--- config.mk ---
export PLATFORM = sky130hd
export DESIGN_NAME = branch_target_buffer
export DESIGN_NICKNAME = d
export VERILOG_FILES = /design/src/rtl/branch_target_buffer_pkg.sv /design/src/rtl/branch_target_buffer_sat_counter2.sv /design/src/rtl/branch_target_buffer.sv
export SDC_FILE = /design/constraint.sdc
export NUM_CORES = 1
export LEC_CHECK = 0
export BUFFER_PORTS_ARGS = -buffer_cell sky130_fd_sc_hd__buf_2
export CAP_MARGIN = 20
export CORE_UTILIZATION = 56
export CTS_CLUSTER_DIAMETER = 30
export DETAILED_ROUTE_END_ITERATION = 7
export HOLD_SLACK_MARGIN = 0.15
export PLACE_DENSITY = 0.77
export SLEW_MARGIN = 10
export SYNTH_ARGS = -nofsm -noshare
export SYNTH_HDL_FRONTEND = slang
export SYNTH_HIERARCHICAL = 1
export SYNTH_SLANG_ARGS = --single-unit
export TNS_END_PERCENT = 50
--- constraint.sdc ---
create_clock -name clk_i -period 7 [get_ports clk_i]
set_clock_uncertainty 0.05 [all_clocks]
set_input_delay 2.1 -clock clk_i [delete_from_list [all_inputs] [get_ports clk_i]]
set_output_delay 2.1 -clock clk_i [all_outputs]
set_load 0.005 [all_outputs]
--- src/rtl/branch_target_buffer_pkg.sv ---
// branch_target_buffer_pkg: shared parameters and 2-bit direction counter
// encoding for the branch target buffer and its saturating counter.
package branch_target_buffer_pkg;

    // Default table depth: a power of two from 4 to 256.
    localparam int BTB_ENTRIES = 16;

    // Architectural PC width.
    localparam int PC_W = 32;

    // 2-bit direction counter. The MSB is the taken/not-taken prediction.
    typedef enum logic [1:0] {
        CTR_SNT = 2'b00,  // strongly not-taken
        CTR_WNT = 2'b01,  // weakly not-taken
        CTR_WT  = 2'b10,  // weakly taken
        CTR_ST  = 2'b11   // strongly taken
    } ctr_e;

    // Value written into a counter when an entry is allocated. The first
    // lookup after allocation predicts taken, and one not-taken outcome flips it.
    localparam ctr_e CTR_ALLOC = CTR_WT;

    // A counter predicts taken when it is in either taken state.
    function automatic logic ctr_predicts_taken(input ctr_e ctr);
        return ctr[1];
    endfunction

endpackage

--- src/rtl/branch_target_buffer_sat_counter2.sv ---
// sat_counter2: combinational next-state for a 2-bit saturating direction
// counter. It moves one step toward the resolved outcome and holds at the
// ends (ST stays ST when taken, SNT stays SNT when not taken).
module sat_counter2
    import branch_target_buffer_pkg::*;
(
    input  ctr_e ctr_i,
    input  logic taken_i,
    output ctr_e ctr_o
);

    // Step the counter one state toward the resolved direction, saturating at both ends.
    always_comb begin
        // NOTE: ctr_o gets a default before the case, so every path assigns it and no latch is inferred.
        ctr_o = ctr_i;
        case (ctr_i)
            CTR_SNT: ctr_o = taken_i ? CTR_WNT : CTR_SNT;
            CTR_WNT: ctr_o = taken_i ? CTR_WT  : CTR_SNT;
            CTR_WT:  ctr_o = taken_i ? CTR_ST  : CTR_WNT;
            CTR_ST:  ctr_o = taken_i ? CTR_ST  : CTR_WT;
            default: ctr_o = ctr_i;
        endcase
    end

endmodule

--- src/rtl/branch_target_buffer.sv ---
// branch_target_buffer: direct-mapped BTB with 2-bit saturating direction
// counters. The fetch PC is looked up combinationally every cycle. The
// execute stage writes resolved outcomes back through a single update port.
//
// Optional feature: define BTB_STATS_EN to build 32-bit counters of resolved
// control-flow instructions and mispredictions. When it is undefined, both
// stat outputs are tied to zero and no counter flops exist.
module branch_target_buffer
    import branch_target_buffer_pkg::*;
#(
    parameter  int ENTRIES = BTB_ENTRIES,
    localparam int IDX_W   = $clog2(ENTRIES),
    localparam int TAG_W   = PC_W - IDX_W - 2
) (
    input  logic            clk_i,
    input  logic            rst_i,

    // Fetch-side lookup
    input  logic [PC_W-1:0] rd_pc_i,
    output logic            rd_pred_o,
    output logic [PC_W-1:0] rd_target_o,

    // Execute-side resolution
    input  logic            upd_en_i,
    input  logic [PC_W-1:0] upd_pc_i,
    input  logic            upd_taken_i,
    input  logic [PC_W-1:0] upd_target_i,
    input  logic            upd_pred_i,

    // Statistics (zero unless BTB_STATS_EN is defined)
    output logic [31:0]     stat_branch_o,
    output logic [31:0]     stat_mispred_o
);

    // ------------------------------------------------------------------
    // Table storage
    // ------------------------------------------------------------------
    logic [ENTRIES-1:0] valid_q;
    logic [TAG_W-1:0]   tag_q    [ENTRIES];
    logic [PC_W-1:0]    target_q [ENTRIES];
    ctr_e               ctr_q    [ENTRIES];

    // ------------------------------------------------------------------
    // PC decomposition. Instructions are word aligned, so pc[1:0] takes no part
    // in indexing or tagging.
    // ------------------------------------------------------------------
    logic [IDX_W-1:0] rd_idx;
    logic [TAG_W-1:0] rd_tag;
    logic [IDX_W-1:0] upd_idx;
    logic [TAG_W-1:0] upd_tag;

    assign rd_idx  = rd_pc_i[IDX_W+1:2];
    assign rd_tag  = rd_pc_i[PC_W-1:IDX_W+2];
    assign upd_idx = upd_pc_i[IDX_W+1:2];
    assign upd_tag = upd_pc_i[PC_W-1:IDX_W+2];

    logic unused_pc_lsbs;
    assign unused_pc_lsbs = ^{rd_pc_i[1:0], upd_pc_i[1:0]};

    // ------------------------------------------------------------------
    // Lookup: zero-latency read of registered state. There is no bypass from
    // the update port, so a same-cycle update is seen only on the next cycle.
    // ------------------------------------------------------------------
    logic rd_hit;

    // Tag compare and prediction for the current fetch PC.
    always_comb begin
        rd_hit      = valid_q[rd_idx] && (tag_q[rd_idx] == rd_tag);
        rd_pred_o   = rd_hit && ctr_predicts_taken(ctr_q[rd_idx]);
        rd_target_o = rd_pred_o ? target_q[rd_idx] : '0;
    end

    // ------------------------------------------------------------------
    // Update decode
    // ------------------------------------------------------------------
    logic upd_fire;      // an update that is not cancelled by reset
    logic upd_hit;       // resolved PC currently owns its entry
    logic upd_train;     // hit: step the counter, and refresh the target if taken
    logic upd_alloc;     // taken miss: claim the entry
    ctr_e upd_ctr_next;

    assign upd_fire  = upd_en_i && !rst_i;
    assign upd_hit   = valid_q[upd_idx] && (tag_q[upd_idx] == upd_tag);
    assign upd_train = upd_fire && upd_hit;
    assign upd_alloc = upd_fire && !upd_hit && upd_taken_i;

    sat_counter2 u_sat_counter2 (
        .ctr_i   (ctr_q[upd_idx]),
        .taken_i (upd_taken_i),
        .ctr_o   (upd_ctr_next)
    );

    // Valid bits: cleared by reset, set when a taken miss allocates an entry.
    always_ff @(posedge clk_i) begin
        // NOTE: sequential state uses <= so every flop samples pre-edge values; = would let later reads see this edge's write.
        if (rst_i) begin
            valid_q <= '0;
        end else if (upd_alloc) begin
            valid_q[upd_idx] <= 1'b1;
        end
    end

    // Tag, target and counter storage: train on a hit, overwrite on allocation.
    always_ff @(posedge clk_i) begin
        // NOTE: the storage arrays get no reset. valid_q masks stale contents, and leaving them unreset lets them map onto RAM.
        if (upd_train) begin
            ctr_q[upd_idx] <= upd_ctr_next;
            if (upd_taken_i) begin
                target_q[upd_idx] <= upd_target_i;
            end
        end else if (upd_alloc) begin
            tag_q[upd_idx]    <= upd_tag;
            target_q[upd_idx] <= upd_target_i;
            ctr_q[upd_idx]    <= CTR_ALLOC;
        end
    end

    // ------------------------------------------------------------------
    // Statistics
    // ------------------------------------------------------------------
`ifdef BTB_STATS_EN
    logic        mispred;
    logic [31:0] stat_branch_q;
    logic [31:0] stat_branch_d;
    logic [31:0] stat_mispred_q;
    logic [31:0] stat_mispred_d;

    // Mispredict check and next counter values. Both counters wrap naturally at 2^32.
    always_comb begin
        // A direction mismatch is a mispredict. So is a correct taken
        // prediction whose stored target is stale or was evicted.
        mispred = (upd_pred_i ^ upd_taken_i) ||
                  (upd_pred_i && upd_taken_i &&
                   (!upd_hit || (target_q[upd_idx] != upd_target_i)));

        stat_branch_d  = stat_branch_q;
        stat_mispred_d = stat_mispred_q;
        if (upd_en_i) begin
            stat_branch_d = stat_branch_q + 32'd1;
            if (mispred) begin
                stat_mispred_d = stat_mispred_q + 32'd1;
            end
        end
    end

    // Counter registers: reset clears them, and an update during reset is not counted.
    always_ff @(posedge clk_i) begin
        if (rst_i) begin
            stat_branch_q  <= '0;
            stat_mispred_q <= '0;
        end else begin
            stat_branch_q  <= stat_branch_d;
            stat_mispred_q <= stat_mispred_d;
        end
    end

    assign stat_branch_o  = stat_branch_q;
    assign stat_mispred_o = stat_mispred_q;
`else
    logic unused_upd_pred;
    assign unused_upd_pred = upd_pred_i;

    assign stat_branch_o  = '0;
    assign stat_mispred_o = '0;
`endif

endmodule

==> impl_results.md <==
* Number of global-route vias before repair at 24,700
* Worst vdd ir at 0.220 mV
* Die H at 277 µm
* Sum Neg Setup Slack at -8.30 ns
* DR WL/cell at 33.0 µm
* Crit. End Element: output pin
* CTS max path bufs at 3
* Final setup viols at 33
* CTS buffer count at 161
* Root buf cell: clkbuf_16
* CP arrival at 5.16 ns
* Post-layout nets at 2,433
* RSZ-0062 raised after global routing: true
* Fin. Hold Viols at 0
* Worst-path maximum fanout at 8
* GRT Total Usage at 30.0%
* Synth cell types at 60
* First-pass GRT wire length at 166 mm
* First DRT Iteration DRCs at 2,964
* Initial antenna violation count at 8
* Hold buffer count at cts at 0
* Max-cap violations at 0
* CP startpoint kind: input pin
* Max-slew violations at 0
* Syn avg cell area at 20.9 µm²
* # rows at 100
* CTS tree: built
* Core footprint at 74,700 µm²
* Clk pin slew, worst setup/hold paths at 0.05 ns
* Register area share after synthesis at 68.7%
* Tmin final at 7.31 ns
* Worst-Margin Slew at 0.990 ns
* Worst Hold Class: reg2reg
* WHS at 0.448 ns
* Status: finished with violations
* Area grow syn2layout at 21.0%
* Static Leak at 17.2 nW
* Failing checks: setup timing
* Final instance area at 51,300 µm²
* DRC at 0
* Fin cells at 3,438
* Syn Inst Count at 2,030
* Vias at 23,300
* Clock sinks at 976
* Max-slew headroom at 33.9%
* Placer Congestion at 0.865
* Total power at 15.6 mW
* FF+latch count, synth at 976
* Period Utilization, post-route at 104%
* Port Buf Inserts at 128
* Placed Cells incl. Taps at 3,123
* Fin worst setup slack at -0.306 ns
* Final wirelength at 114 mm
* Hpwl dp at 61.2 mm
* Synth Warn # at 6
* Pwr dens at 305 nW/µm²
* Share of cells above drive strength 1 at 41.7%
* GRT overflow at 0
* Pre-antenna DRT Iters at 5
* Number of synthesized flops with an enable pin at 960
* Fmax at 0.137 GHz
* IO Count at 198
* Starting Density at 56.8%
* Area post-placement at 45,000 µm²
* H-tree Lvls at 4
* Vias/cell at 6.79
* Critical Path RT at 4.85 ns
* Antenna violation net count after detailed routing at 0
* Area of the mapped netlist at 42,400 µm²
* Largest net degree at the start of global routing at 67
* Kind of critical path: in2out
* Post-synth ARST share at 0%
* Clock Latency Late Sink at 0.78 ns
* Top FF cell, synth: edfxtp_1
* Die Wd at 277 µm
* Die area at 76,900 µm²
==> registers in the layout, summed over array words and instances, names as in the netlist <==
signal	cells
target_q	512
valid_q	16
tag_q	416
ctr_q	32
==> repair_timing <==
item / in CTS / in global routing
setup endpoints to repair: 33 / 33
resized for setup: 23 / 34
gates cloned: 4 / 3
pin swaps: 8 / 5
buffers inserted: 8 / 0
==> synth_stat cells (all sizes together), types with 2 or more instances <==
| master | n | area, µm² |
|---|---|---|
| edfxtp | 960 | 28800 |
| mux4 | 401 | 9030 |
| buf | 144 | 952 |
| clkbuf | 52 | 195 |
| mux2i | 49 | 490 |
| nor2b | 42 | 263 |
| nor2 | 40 | 150 |
| inv | 32 | 120 |
| nand2 | 31 | 116 |
| xnor2 | 27 | 236 |
| xor2 | 25 | 219 |
| o22ai | 23 | 144 |
| nor3 | 21 | 105 |
| nand3 | 17 | 85.1 |
| dfxtp | 16 | 320 |
| o211a | 16 | 160 |
| o21ai | 16 | 80.1 |
| a21oi | 13 | 65.1 |
| mux2 | 13 | 146 |
| a211oi | 12 | 90.1 |
| o211ai | 10 | 75.1 |
| nand4 | 8 | 50.1 |
| nor4 | 8 | 65.1 |
| a221oi | 4 | 35.0 |
| o2111ai | 4 | 35.0 |
| a22o | 3 | 26.3 |
| a22oi | 3 | 22.5 |
| nand2b | 3 | 18.8 |
| o221ai | 3 | 26.3 |
| o32ai | 3 | 26.3 |
| or3 | 3 | 18.8 |
| a31oi | 2 | 12.5 |
| and3 | 2 | 12.5 |
| maj3 | 2 | 22.5 |
| o21a | 2 | 15.0 |
| o21bai | 2 | 15.0 |
| o31ai | 2 | 15.0 |
==> worst max-delay path, cell delays in order <==
cell and delay, ns:
buf_16 0.14, buf_16 0.16, mux4_2 0.50, mux4_2 0.52, xnor2_1 0.18, nand4_1 0.32
nor4_2 0.36, nand4_1 0.16, buf_6 0.21, clkbuf_16 0.21, nor2b_1 0.13, buf_2 0.12
==> area by class of cell <==
| type | count | area, µm² |
|---|---|---|
| sequential | 976 | 29100 |
| fill | 4311 | 23400 |
| multi-input combinational | 889 | 12700 |
| clock buffer | 180 | 4110 |
| timing repair buffer | 272 | 2370 |
| clock inverter | 118 | 1690 |
| tap | 969 | 1210 |
| inverter | 32 | 120 |
| antenna | 2 | 5.00 |
==> logic make-up after synthesis <==
group                      synth area share, %
DFF                                       68.7
xor gates and xnor gates                  1.07
AOI/OAI and AO/OA                         2.23
muxes                                     22.8
adders and majority gates               0.0531
other                                  0.00884
and+or+nand+nor                           2.15
buffers and inverters                     2.99
==> final timing paths <==
check | endpoint | cells past startpoint | slack (ns) | from
worst max-delay path | rd_target_o[13] | 12 | -0.31 | rd_pc_i[2]
worst min-delay path | valid_q[13]$_SDFFE_PP0N_ | 2 | 0.45 | valid_q[13]$_SDFFE_PP0N_
worst max register to register | ctr_q[5][0]$_DFFE_PP_ | 10 | 3.05 | tag_q[11][24]$_DFFE_PP_
worst min register to register | valid_q[13]$_SDFFE_PP0N_ | 2 | 0.45 | valid_q[13]$_SDFFE_PP0N_
==> where the power goes <==
| group | internal, mW | leakage, nW | switching (mW) | total [mW] |
|---|---|---|---|---|
| clock | 5.21 | 2.76 | 3.06 | 8.26 |
| combinational | 0.399 | 5.67 | 0.488 | 0.887 |
| sequential | 6.47 | 8.77 | 0.0168 | 6.49 |
==> cell usage in the layout (no fill, tap or decap), types with 17 or more instances in the layout <==
cell type,n
buf_4,100
clkbuf_1,18
mux2i_1,49
buf_2,120
nand2_1,31
inv_1,30
nor3_2,17
nor2b_4,18
xnor2_1,21
edfxtp_1,960
nor2_1,24
xor2_1,24
o22ai_1,23
clkinv_2,19
nor2b_1,22
conb_1,64
bufinv_16,23
clkbuf_16,163
inv_6,18
buf_12,31
mux4_2,401
==> layer usage <==
metal  vias up  track usage [%]  wire length (µm)
li1       9158                -                 -
met1     12200             37.8             39300
met2      1649             49.8             57800
met3       327             7.18             11500
met4        12             13.1              4810
met5         -                0                80
==> per-stage QoR <==
step                      utilization [%]  setup slack, ns
after global placement               60.2           -0.410
after floorplan                         -           0.0669
after detailed placement             60.2           -0.467
after global routing                 68.7           -0.439
after CTS                            68.4           -0.177
final                                68.7           -0.306
Note: power is estimated with default switching activity, not from simulation.
